`src/rtl/dmem_port_arbiter.sv`:
```
// Data-memory port arbiter between the CPU MEM stage and a DMA/debug requester.
// Sub-word CPU stores are sequenced as word read-modify-write.
//
// Ports:
//   clk, reset            clock (rising edge), asynchronous active-high reset
//   cpu_req/we/addr/...   CPU access; cpu_stall holds it, cpu_rdata returns loads
//   dma_req/we/addr/...   DMA word access; dma_gnt completes it, dma_rdata returns reads
//   mem_*                 the single memory port; mem_ready completes an access
module dmem_port_arbiter #(
    parameter int AW           = 32,
    parameter int DW           = 32,
    parameter int DMA_MAX_WAIT = 4
) (
    input  logic          clk,
    input  logic          reset,
    input  logic          cpu_req,
    input  logic          cpu_we,
    input  logic [AW-1:0] cpu_addr,
    input  logic [DW-1:0] cpu_wdata,
    input  logic [1:0]    cpu_mask,
    input  logic          cpu_sext,
    output logic [DW-1:0] cpu_rdata,
    output logic          cpu_stall,
    input  logic          dma_req,
    input  logic          dma_we,
    input  logic [AW-1:0] dma_addr,
    input  logic [DW-1:0] dma_wdata,
    output logic          dma_gnt,
    output logic [DW-1:0] dma_rdata,
    output logic          mem_valid,
    output logic [AW-1:0] mem_addr,
    output logic          mem_we,
    output logic [DW-1:0] mem_wdata,
    output logic [1:0]    mem_mask,
    output logic          mem_sext,
    input  logic [DW-1:0] mem_rdata,
    input  logic          mem_ready
);

    typedef enum logic [2:0] {
        IDLE,
        CPU_ACC,
        RMW_RD,
        RMW_WR,
        DMA_ACC
    } state_t;

    localparam int CW = $clog2(DMA_MAX_WAIT + 1);

    state_t        state;
    state_t        cur;
    state_t        nxt;
    logic [CW-1:0] wait_cnt;
    logic [DW-1:0] old_word;
    logic [DW-1:0] merged;
    logic          sub_store;
    logic          dma_turn;
    logic [AW-1:0] cpu_waddr;
    logic [AW-1:0] dma_waddr;
    logic          unused_bits;

    assign unused_bits = ^dma_addr[1:0];

    assign sub_store = cpu_we & ~cpu_mask[1];
    assign dma_turn  = dma_req & (wait_cnt >= CW'(DMA_MAX_WAIT));
    assign cpu_waddr = {cpu_addr[AW-1:2], 2'b00};
    assign dma_waddr = {dma_addr[AW-1:2], 2'b00};

    // Effective state: from IDLE the winner is issued in the same cycle.
    always_comb begin
        cur = state;
        if (reset) begin
            cur = IDLE;
        end else if (state == IDLE) begin
            if (dma_turn)
                cur = DMA_ACC;
            else if (cpu_req)
                cur = sub_store ? RMW_RD : CPU_ACC;
            else if (dma_req)
                cur = DMA_ACC;
        end
    end

    always_comb begin
        nxt = cur;
        if (mem_ready) begin
            unique case (cur)
                CPU_ACC: nxt = IDLE;
                RMW_RD:  nxt = RMW_WR;
                RMW_WR:  nxt = IDLE;
                DMA_ACC: nxt = IDLE;
                default: nxt = cur;
            endcase
        end
    end

    // Half stores pick the lane pair by addr[1]; addr[0] is ignored.
    always_comb begin
        merged = old_word;
        if (cpu_mask == 2'd0)
            merged[{cpu_addr[1:0], 3'b000} +: 8] = cpu_wdata[7:0];
        else
            merged[{cpu_addr[1], 4'b0000} +: 16] = cpu_wdata[15:0];
    end

    always_comb begin
        mem_valid = 1'b0;
        mem_addr  = '0;
        mem_we    = 1'b0;
        mem_wdata = '0;
        mem_mask  = 2'd2;
        mem_sext  = 1'b0;
        cpu_rdata = '0;
        dma_gnt   = 1'b0;
        dma_rdata = '0;
        unique case (cur)
            CPU_ACC: begin
                mem_valid = 1'b1;
                mem_addr  = cpu_addr;
                mem_we    = cpu_we;
                mem_wdata = cpu_wdata;
                mem_mask  = (cpu_mask == 2'd3) ? 2'd2 : cpu_mask;
                mem_sext  = cpu_sext;
                if (mem_ready)
                    cpu_rdata = mem_rdata;
            end
            RMW_RD: begin
                mem_valid = 1'b1;
                mem_addr  = cpu_waddr;
            end
            RMW_WR: begin
                mem_valid = 1'b1;
                mem_addr  = cpu_waddr;
                mem_we    = 1'b1;
                mem_wdata = merged;
            end
            DMA_ACC: begin
                mem_valid = 1'b1;
                mem_addr  = dma_waddr;
                mem_we    = dma_we;
                mem_wdata = dma_wdata;
                if (mem_ready) begin
                    dma_gnt   = 1'b1;
                    dma_rdata = mem_rdata;
                end
            end
            default: ;
        endcase
    end

    assign cpu_stall = cpu_req & ~reset &
                       ~(((cur == CPU_ACC) | (cur == RMW_WR)) & mem_ready);

    always_ff @(posedge clk or posedge reset) begin
        if (reset) begin
            state    <= IDLE;
            wait_cnt <= '0;
            old_word <= '0;
        end else begin
            state <= nxt;
            if (cur == RMW_RD && mem_ready)
                old_word <= mem_rdata;
            if (!dma_req || dma_gnt)
                wait_cnt <= '0;
            else if (wait_cnt != CW'(DMA_MAX_WAIT))
                wait_cnt <= wait_cnt + CW'(1);
        end
    end

endmodule
```
`config.mk`:
```
export PLATFORM = sky130hd
export DESIGN_NAME = dmem_port_arbiter
export DESIGN_NICKNAME = d
export VERILOG_FILES = /design/src/rtl/dmem_port_arbiter.sv
export SDC_FILE = /design/constraint.sdc
export NUM_CORES = 1
export LEC_CHECK = 0
export BUFFER_PORTS_ARGS = -buffer_cell sky130_fd_sc_hd__buf_4
export CAP_MARGIN = 20
export CORE_AREA = 2 2 118 120
export CTS_CLUSTER_DIAMETER = 100
export DETAILED_ROUTE_END_ITERATION = 6
export DIE_AREA = 0 0 120 122
export PLACE_DENSITY = 0.66
export SLEW_MARGIN = 20
export SYNTH_ARGS = -nofsm -noshare
export SYNTH_HDL_FRONTEND = slang
export SYNTH_SLANG_ARGS = --single-unit
```
`constraint.sdc`:
```
create_clock -name clk -period 2.8 [get_ports clk]
set_input_delay 0.14 -clock clk [delete_from_list [all_inputs] [get_ports clk]]
set_output_delay 0.14 -clock clk [all_outputs]
set_load 0.01 [all_outputs]
```
==> results of run 1 <==
[through the flow]
step | power [mW] | cells | util [%] | setup WS (ps) | hold WS, ps
2_1_floorplan | 1.464 | 407 | - | 592.0 | 211.2
6_report | 2.582 | 876 | 46.56 | 148.3 | 45.72
5_1_grt | 2.743 | 876 | 46.56 | 19.10 | 86.27
4_1_cts | 2.602 | 875 | 46.51 | 90.10 | 62.93
3_3_place_gp | 2.003 | 867 | 45.39 | 401.1 | 357.7
3_5_place_dp | 2.049 | 867 | 45.39 | 264.4 | 363.5
[area by class of cell]
type	instances	area, um2
fillers	1345	7217
well taps	180	225.2
inverters	33	123.9
flip-flops and latches	38	950.9
repair buffers	317	2380
clock buffers	7	132.6
multi-input cells	301	2475
[state kept, by name (all words and copies together), names as in the netlist]
register,flops
old_word,32
state,3
wait_cnt,3
[layer usage]
metal | share of wire [%] | routed length (um) | vias to the layer above | GRT usage, %
met4 | 1.3 | 233 | 0 | 4.412
li1 | - | - | 2146 | -
met3 | 7.5 | 1352 | 12 | 4.307
met5 | 0 | 0 | - | 0
met1 | 38 | 6811 | 2227 | 26.63
met2 | 53 | 9520 | 216 | 43.61
[worst min-delay path, stage by stage]
cell and delay [ps]:
sky130_fd_sc_hd__buf_4 130, sky130_fd_sc_hd__inv_2 60, sky130_fd_sc_hd__buf_4 440
[worst paths after layout]
path / endpoint / slack [ps]
min: state[0]$_DFF_PP0_ / 50
min in group clk: state[1]$_DFF_PP0_ / 70
max reg2reg: wait_cnt[2]$_DFFE_PP0P_ / 620
max in group asynchronous: old_word[13]$_DFFE_PP0P_ / 2400
max: dma_rdata[10] / 150
min reg2reg: old_word[5]$_DFFE_PP0P_ / 510
[cells in the final DEF (no fill, tap or decap), types with 2 or more instances in the layout]
cell and count:
sky130_fd_sc_hd__nand4_1 2, sky130_fd_sc_hd__clkbuf_1 2, sky130_fd_sc_hd__and3_1 34, sky130_fd_sc_hd__nor4_1 2, sky130_fd_sc_hd__mux2_1 4, sky130_fd_sc_hd__o21ai_0 4, sky130_fd_sc_hd__clkbuf_16 5, sky130_fd_sc_hd__dfrtp_1 38
sky130_fd_sc_hd__a21oi_1 3, sky130_fd_sc_hd__nor2_1 16, sky130_fd_sc_hd__nor3b_4 2, sky130_fd_sc_hd__nor2_4 2, sky130_fd_sc_hd__a221oi_1 15, sky130_fd_sc_hd__nand2b_1 2, sky130_fd_sc_hd__ha_1 7, sky130_fd_sc_hd__and2_1 33
sky130_fd_sc_hd__o21bai_1 2, sky130_fd_sc_hd__nor3_1 3, sky130_fd_sc_hd__o32ai_1 8, sky130_fd_sc_hd__inv_1 32, sky130_fd_sc_hd__or2_1 2, sky130_fd_sc_hd__nand2_1 8, sky130_fd_sc_hd__nor2b_1 3, sky130_fd_sc_hd__a221o_1 32
sky130_fd_sc_hd__nor3_4 2, sky130_fd_sc_hd__nor3b_1 2, sky130_fd_sc_hd__mux2i_1 16, sky130_fd_sc_hd__mux2_2 28, sky130_fd_sc_hd__a31oi_1 2, sky130_fd_sc_hd__a211oi_1 17, sky130_fd_sc_hd__buf_4 317, sky130_fd_sc_hd__a22o_1 30
[where the power goes]
part           leakage (nW)  total (mW)  switching (mW)  internal [mW]
logic                  2.77        1.17           0.532          0.642
registers             0.470       0.878           0.136          0.741
clock network        0.0640       0.531           0.206          0.325
total                  3.30        2.58           0.874           1.71
[cells by family after synthesis]
| kind of cell | synth area share (%) |
|---|---|
| XOR/XNOR | 0.2363 |
| multiplexers | 14.04 |
| AND/OR/NAND/NOR | 20.08 |
| buffers and inverters | 8.505 |
| AO/OA/AOI/OAI | 29.13 |
| flip-flops | 25.65 |
| adder cells (fa/ha/maj) | 2.362 |
[timing repair]
action                     CTS  global route
cloned                       1             1
gates resized for setup      1             0
hold buffers                 0             0
setup endpoints to repair   32            19
setup buffers                0             0
pin swaps                    0             1
==> flow_summary_export.csv, run 1 <==
group,metric,value,unit
clock_network,ctsRootBufferMaster,"sky130_fd_sc_hd__clkbuf_16",
clock_network,max-clock-path-buffers,2,
synth,post_synth.cell_area_avg,9.109,um2
synth,synth.most_common_cell,"sky130_fd_sc_hd__dfrtp_1",
placement,post-dp-hpwl,13590,um
placement,port_buffers,302,
synth,synth.lib_cells_used.distinct,53,
timing,hold_violations,0,
flow_run,max_cap_viol,0,
global_routing,grt_start_max_net_pins,41,
placement,placed_cell_area,6130,um2
global_routing,gr-total-overflow,0,
critical_path,cp_num_buf_inv,2,
detailed_routing,detail-route-antenna-nets,0,
critical_path,cp-startpoint,"state[1]$_DFF_PP0_",
cells_and_area,n_antenna_cell,0,
synth,synthTopCellsByCount,"sky130_fd_sc_hd__dfrtp_1 (38), sky130_fd_sc_hd__and3_1 (34), sky130_fd_sc_hd__and2_1 (33), sky130_fd_sc_hd__inv_1 (33), sky130_fd_sc_hd__a221o_1 (32)",
synth,synth_top_area_cell,"sky130_fd_sc_hd__dfrtp_1",
cells_and_area,post_route_cells_drive_above_1_share,52.44,%
die,core_footprint,13500,um2
critical_path,arrival,2510,ps
die,io_pins,305,
global_routing,overall_global_routing_usage,22.88,%
die,starting_density_of_the_core,27.45,%
critical_path,worst_stage_delay_on_the_critical_path,770,ps
critical_path,timing.critical_path.fanout_max,18,
global_routing,antenna_found_initial,0,
synth,syn-cell-area,3707,um2
cells_and_area,fin_nets,873,
die,die_area,14640,um2
die,std_cell_rows,43,
timing,rsz0062_at_grt,"no",
cells_and_area,finalInstanceArea,6287,um2
timing,tightestPinTransition,1016,ps
die,die_ht,122,um
clock_network,clock_tree_from_tritoncts,"built",
timing,fmaxAchievable,377.1,MHz
critical_path,crit_path_end_kind,"primary output",
critical_path,cp_depth,6,
synth,synth.area.top_cells,"sky130_fd_sc_hd__dfrtp_1 (26%), sky130_fd_sc_hd__a221o_1 (8.6%), sky130_fd_sc_hd__mux2_2 (8.5%)",
synth,async_reset_ff_share,100.0,%
synth,yosysTopAreaCellShare,25.65,%
placement,globalplace.congestion,0.7965,
synth,postSynth.topFlopCell,"sky130_fd_sc_hd__dfrtp_1",
global_routing,grt_pass1_vias,4659,
critical_path,crit_path_frequent_cell,"sky130_fd_sc_hd__buf_4",
clock_network,h-tree-depth,2,
critical_path,worstRegToRegCells,5,
critical_path,crit_family,"simple AND/OR/NAND/NOR gates",
timing,timing.final.crit_share,94.70,%
pwr,static-leakage-power,3.303,nW
critical_path,critPathRequiredTime,2660,ps
timing,timing.final.crit_period,2652,ps
synth,ys_warn_count,0,
detailed_routing,wirelength_per_cell,20.45,um
detailed_routing,vias,4601,
pwr,peakVddDrop,0.0002283,V
timing,timing_max_transition_violations_final,0,
hold_path,timing.hold.worst.class,"in2async",
synth,proportion_of_synthesized_chip_area_in_sequential_cells,25.65,%
detailed_routing,drcViolationCount,0,
synth,synth-seq-cells,38,
global_routing,grt_pass1_wl,25920,um
clock_network,numClockSinks,38,
clock_network,clock_insertion_delay_worst_skew,280,ps
run_status,run_status,"finished clean",
clock_network,numCtsBuffers,5,
critical_path,worst-setup-path-type,"reg2out",
synth,synth-edff-count,0,
detailed_routing,route.detailed.vias_per_inst,5.252,
timing,max_transition_margin,32.25,%
die,die_width,120,um
timing,timing.setup.tns,0,ps
detailed_routing,initialDrtViolationCount,200,
critical_path,path_cells,"nor2_4 -> nand2_2 -> buf_4 -> nor3b_4 -> and2_1 -> buf_4",
clock_network,clkSlewWorstSetupHoldPaths,50,ps
synth,postSynthNetCount,584,
timing,setup_viol,0,
synth,synthesis.instances,407,
pwr,power.density_cell_area,410.7,nW/um2
detailed_routing,detail_route.wirelength,17920,um
critical_path,slowest_stage,"sky130_fd_sc_hd__nor3b_4",
timing,final_clock_skew,3.643,ps
cells_and_area,area_delta_synth_final,69.59,%
critical_path,r2r_start,"state[1]$_DFF_PP0_",
critical_path,worst_setup_start_kind,"register",
detailed_routing,firstDrtPassIters,4,
Power figures use the tool's default switching activity.
==> inputs of run 2 (changes only) <==
BUFFER_PORTS_ARGS = unset   (was -buffer_cell sky130_fd_sc_hd__buf_4)
CORE_AREA = 2 2 120 122   (was 2 2 118 120)
DIE_AREA = 0 0 122 124   (was 0 0 120 122)
DONT_BUFFER_PORTS = 1   (was unset)
PLACE_DENSITY = 0.45   (was 0.66)
==> run 2 against run 1 <==
Sequential share of layout area rose by 7.9 points. Wire length fell by 15%. Combinational power fell by 37%. Sequential power barely moved. Core utilization fell by 16 points. First-iteration DRC count fell by 4.0%. Die area rose by 3.3%. Critical path depth fell by 1. Clock power rose by 10%. Non-clock buffer count fell by 293. Critical path type unchanged. Critical endpoint is now mem_wdata[26].
==> flow_summary_export.csv, run 2 (synthesis gave the netlist of run 1 again) <==
group,metric,value,unit
run_status,run_status,"finished clean",
global_routing,grtUsageMet2,35.20,%
timing,timing.setup.tns,0,ps
global_routing,gr-max-usage-layer,"met2",
timing,hold_violations,0,
cells_and_area,layout_top_registers,"old_word: 32 flops, state: 3 flops, wait_cnt: 3 flops",
global_routing,met1_global_route_usage,20.30,%
die,starting_density_of_the_core,27.02,%
detailed_routing,drcViolationCount,0,
clock_network,h-tree-depth,2,
critical_path,worstRegToRegCells,5,
timing,timing.final.crit_period,2347,ps
timing,tightestPinTransition,1049,ps
die,die_area,15130,um2
die,die_ht,124,um
pwr,combinationalPowerShare,33.6,%
clock_network,ctsResizeCount,0,
detailed_routing,vias,3546,
cells_and_area,mostFrequentLayoutCell,"sky130_fd_sc_hd__dfrtp_1",
cells_and_area,n_antenna_cell,0,
die,std_cell_rows,43,
timing,timing.final.crit_share,83.82,%
clock_network,ctsRootBufferMaster,"sky130_fd_sc_hd__clkbuf_16",
flow_run,max_cap_viol,0,
critical_path,worst-setup-path-type,"reg2out",
global_routing,use_met3,3.114,%
global_routing,gr-total-overflow,0,
critical_path,critPathRequiredTime,2660,ps
detailed_routing,firstDrtPassIters,4,
timing,max_transition_margin,30.08,%
global_routing,grt_pass1_vias,3307,
placement,port_buffers,0,
pwr,clockPowerShare,26.6,%
critical_path,arrival,2210,ps
cells_and_area,post_route_cells_drive_above_1_share,14.68,%
clock_network,numCtsBuffers,5,
critical_path,crit_path_end_kind,"primary output",
placement,globalplace.congestion,0.7710,
pwr,power.switching,0.7579,mW
critical_path,cp_depth,5,
placement,post_placement_worst_setup_slack,531.1,ps
clock_network,clkSlewWorstSetupHoldPaths,60,ps
global_routing,grt_start_max_net_pins,60,
global_routing,antenna_found_initial,0,
detailed_routing,route.detailed.vias_per_inst,6.093,
pwr,internal_power,1.444,mW
detailed_routing,detail-route-antenna-nets,0,
detailed_routing,initialDrtViolationCount,192,
critical_path,timing.critical_path.fanout_max,53,
critical_path,worst_stage_delay_on_the_critical_path,520,ps
timing,setup_viol,0,
timing,layout_setup_ws,453.1,ps
clock_network,max-clock-path-buffers,2,
critical_path,slowest_stage,"sky130_fd_sc_hd__a21oi_1",
critical_path,cp_num_buf_inv,1,
cells_and_area,fin_nets,578,
cells_and_area,largest_register,"old_word",
critical_path,path_cells,"nand2b_1 -> a21oi_1 -> nor2_4 -> buf_12 -> a221o_1",
clock_network,clock_insertion_delay_worst_skew,280,ps
die,die_width,122,um
cells_and_area,mostFrequentLayoutCells,"sky130_fd_sc_hd__dfrtp_1 (38), sky130_fd_sc_hd__and3_1 (34), sky130_fd_sc_hd__and2_1 (33)",
critical_path,worstReg2RegEnd,"old_word[15]$_DFFE_PP0P_",
timing,final_clock_skew,3.143,ps
pwr,power_switching_share,34.42,%
timing,rsz0062_at_grt,"no",
critical_path,worst_setup_start_kind,"register",
detailed_routing,detail_route.wirelength,15270,um
die,io_pins,305,
cells_and_area,largest_register_ffs,32,
critical_path,r2r_start,"state[2]$_DFF_PP0_",
pwr,sequentialPowerShare,39.8,%
detailed_routing,wirelength_per_cell,26.24,um
pwr,peakVddDrop,0.0002103,V
critical_path,endpoint,"mem_wdata[26]",
die,core_footprint,13720,um2
global_routing,overall_global_routing_usage,18.08,%
timing,timing_max_transition_violations_final,0,
clock_network,numClockSinks,38,
pwr,static-leakage-power,1.820,nW
critical_path,cp-startpoint,"wait_cnt[2]$_DFFE_PP0P_",
cells_and_area,area_delta_synth_final,11.61,%
placement,post-dp-hpwl,11720,um
global_routing,grt_pass1_wl,20000,um
timing,fmaxAchievable,426.1,MHz
hold_path,timing.hold.worst.class,"in2reg",
clock_network,clock_tree_from_tritoncts,"built",
critical_path,crit_family,"compound AO/OA/AOI/OAI gates",
critical_path,reg2reg_slack,800,ps
pwr,power.density_cell_area,532.2,nW/um2
## run 2: worst min-delay path by stage
stage                  startpoint                        to  slack, ps  cells past startpoint
CTS                  mem_rdata[2]   old_word[2]$_DFFE_PP0P_        0.4                      1
detailed placement          reset        state[1]$_DFF_PP0_        220                      1
finish               mem_rdata[8]   old_word[8]$_DFFE_PP0P_          8                      1
floorplan                   reset        state[1]$_DFF_PP0_        210                      1
global placement            reset        state[1]$_DFF_PP0_        220                      1
global route        mem_rdata[22]  old_word[22]$_DFFE_PP0P_       0.05                      1
## run 2: metrics by stage
step / power (mW) / utilization (%) / hold slack, ps / cell area (um2) / std cells
floorplan: 1.464 / - / 211.2 / 3707 / 407
CTS: 2.237 / 29.90 / 0.3723 / 4101 / 579
detailed placement: 1.612 / 27.92 / 220.7 / 3830 / 559
global route: 2.354 / 30.16 / 0.05076 / 4138 / 582
finish: 2.202 / 30.16 / 8.063 / 4138 / 582
global placement: 1.591 / 27.92 / 217.1 / 3830 / 559
## run 2: final cells by class
type                    instances  area (um2)
clock buffers                   6       138.9
clock inverters                 2       12.51
fillers                      1444        9582
inverters                      33       123.9
multi-input cells             299        2456
flip-flops and latches         38       950.9
well taps                     180       225.2
repair buffers                 24       230.2
## run 2: worst reg2reg max path, stage by stage, from the launching register on
cell	delay [ps]
sky130_fd_sc_hd__dfrtp_1	480
sky130_fd_sc_hd__nor2b_4	210
sky130_fd_sc_hd__a41oi_2	170
sky130_fd_sc_hd__nor3_4	170
sky130_fd_sc_hd__buf_4	440
sky130_fd_sc_hd__mux2_2	430
## run 2: layer usage
metal | vias to the layer above | share of wire (%)
li1 | 1553 | -
met1 | 1785 | 38
met2 | 196 | 54
met3 | 12 | 7.4
met4 | 0 | 0.88
met5 | - | 0
## run 2: timing repair
action / CTS / global route
hold endpoints to repair: 50 / 3
setup buffers: 0 / 0
hold buffers: 12 / 3
## run 2: power groups by stage
stage               clock network [mW]  logic (mW)  registers (mW)
floorplan                            0       0.631           0.834
global placement                     0       0.713           0.878
detailed placement                   0       0.724           0.889
CTS                              0.616       0.743           0.878
global route                     0.638       0.809           0.907
finish                           0.586       0.739           0.876
==> inputs of run 3 (changes only) <==
PLACE_DENSITY = 0.47   (was 0.45)
clock period = 2.09 ns   (was 2.8 ns; I/O delays follow)
==> run 3 against run 2 <==
Setup slack worse by 370 ps. Critical path depth down 1. Count of clock-buffer cells in the layout up 1. First-iteration DRC count down 13%. Critical endpoint is now mem_wdata[16]. Via count up 2.3%. Register-to-register slack worse by 520 ps. Sequential share of layout area down 1.8 points. Clock power up 30%. Clock skew up 3.2 ps. Highest routed layer unchanged. Largest power group unchanged. Flip-flop and latch count unchanged. Largest cell class unchanged.
==> flow_summary_export.csv, run 3 (synthesis gave the netlist of run 1 again) <==
group,metric,value,unit
cells_and_area,largest_register,"old_word",
die,die_width,122,um
critical_path,slowest_stage,"sky130_fd_sc_hd__dfrtp_2",
timing,timing.final.crit_share,96.13,%
cells_and_area,area_delta_synth_final,21.46,%
timing,fmaxAchievable,497.8,MHz
die,starting_density_of_the_core,27.02,%
cells_and_area,post_route_cells_drive_above_1_share,18.48,%
die,core_footprint,13720,um2
detailed_routing,firstDrtPassIters,4,
clock_network,max-clock-path-buffers,2,
clock_network,clkSlewWorstSetupHoldPaths,50,ps
placement,cells_after_dpl,571,
placement,port_buffers,0,
critical_path,reg2reg_slack,280,ps
critical_path,critPathRequiredTime,1990,ps
pwr,power.density_cell_area,675.5,nW/um2
die,die_ht,124,um
placement,globalplace.congestion,0.7525,
timing,timing.setup.tns,0,ps
pwr,static-leakage-power,1.974,nW
critical_path,worst_stage_delay_on_the_critical_path,480,ps
cells_and_area,mostFrequentLayoutCell,"sky130_fd_sc_hd__dfrtp_1",
critical_path,crit_path_end_kind,"primary output",
hold_path,timing.hold.worst.class,"in2reg",
timing,timing.final.crit_period,2009,ps
timing,rsz0062_at_grt,"yes",
cells_and_area,largest_register_ffs,32,
detailed_routing,wirelength_per_cell,26.04,um
timing,setup_viol,0,
cells_and_area,layout_top_registers,"old_word: 32 flops, state: 3 flops, wait_cnt: 3 flops",
die,io_pins,305,
timing,hold_violations,0,
clock_network,clock_insertion_delay_worst_skew,280,ps
detailed_routing,drcViolationCount,0,
die,die_area,15130,um2
clock_network,numClockSinks,38,
clock_network,ctsRootBufferMaster,"sky130_fd_sc_hd__clkbuf_16",
cells_and_area,area_of_all_sequential_standard_cells,952.2,um2
global_routing,gr-total-overflow,0,
clock_network,h-tree-depth,2,
clock_network,numCtsBuffers,5,
cells_and_area,total_area_of_multi_input_combinational_cells,2502,um2
die,std_cell_rows,43,
critical_path,worst-setup-path-type,"reg2out",
global_routing,grt_pass1_vias,3476,
detailed_routing,route.detailed.vias_per_inst,5.918,
global_routing,grt_start_max_net_pins,53,
critical_path,timing.critical_path.fanout_max,45,
clock_network,clock_tree_from_tritoncts,"built",
global_routing,grt_pass1_wl,21490,um
timing,final_clock_skew,6.384,ps
pwr,peakVddDrop,0.0003159,V
detailed_routing,vias,3628,
critical_path,worst_setup_start_kind,"register",
placement,post-dp-hpwl,12550,um
global_routing,antenna_found_initial,0,
timing,timing_max_transition_violations_final,0,
flow_run,max_cap_viol,0,
cells_and_area,fin_nets,609,
clock_network,post_cts.repair.setup_buffers,0,
detailed_routing,initialDrtViolationCount,167,
cells_and_area,final-instance-count-excl-fill,613,
detailed_routing,detail-route-antenna-nets,0,
critical_path,arrival,1900,ps
global_routing,overall_global_routing_usage,19.44,%
detailed_routing,detail_route.wirelength,15960,um
cells_and_area,layout.filler_cells,1412,
critical_path,path_cells,"or2_1 -> nor3_4 -> buf_12 -> a221o_1",
timing,finalHoldWorstSlack,55.14,ps
cells_and_area,mostFrequentLayoutCells,"sky130_fd_sc_hd__dfrtp_1 (37), sky130_fd_sc_hd__and3_1 (34), sky130_fd_sc_hd__dlygate4sd3_1 (34)",
timing,max_transition_margin,52.71,%
cells_and_area,n_antenna_cell,0,
timing,tightestPinTransition,709.4,ps
run_status,run_status,"finished clean",
run 3: through the flow:
step / worst slack (ps) / util (%) / cell area, um2 / total power, mW
finish: 80.97 / 32.82 / 4503 / 3.042
global placement: 116.4 / 28.87 / 3961 / 2.202
CTS: -9.845 / 32.56 / 4467 / 3.077
detailed placement: 73.07 / 28.87 / 3961 / 2.221
global route: -6.477 / 32.82 / 4503 / 3.228
floorplan: 34.47 / - / 3714 / 1.963
run 3: worst paths after layout:
check	start	end	depth (start not counted)
setup reg to reg	state[2]$_DFF_PP0_	old_word[9]$_DFFE_PP0P_	5
setup / recovery	state[2]$_DFF_PP0_	mem_wdata[16]	4
max in group asynchronous	reset	state[2]$_DFF_PP0_	3
hold reg to reg	old_word[3]$_DFFE_PP0P_	old_word[3]$_DFFE_PP0P_	1
hold / removal	mem_ready	state[2]$_DFF_PP0_	2
min in group asynchronous	reset	state[1]$_DFF_PP0_	3
run 3: critical path: cells and delay by family (launching register included):
family / cells / cell delay [ps]
buffers and inverters: 1 / 240
flip-flops: 1 / 480
AO/OA/AOI/OAI: 1 / 260
AND/OR/NAND/NOR: 2 / 620
run 3: routing by layer:
layer	track usage (%)	share of wire [%]
met5	0	0
met4	5.603	1.9
met3	4.121	7.5
met2	38.16	54
met1	20.76	36
run 3: cell type report:
cell class | instances | area share, %
multi-input combinational | 299 | 55.57
sequential | 38 | 21.14
timing repair buffer | 55 | 12.17
tap | 180 | 5.001
clock buffer | 7 | 3.168
inverter | 33 | 2.834
clock inverter | 1 | 0.1111
run 3: report_power, final:
part | total (mW) | internal [mW] | switching (mW)
Combinational | 1.10 | 0.535 | 0.564
Clock | 0.761 | 0.473 | 0.287
Sequential | 1.18 | 0.993 | 0.189
run 3: what timing repair did:
action | CTS | global route
hold endpoints to repair | 75 | 0
gates cloned | 0 | 0
endpoints found under the setup margin | 94 | 73
pin swaps | 0 | 1
gates resized for setup | 5 | 10
hold buffers | 34 | 0
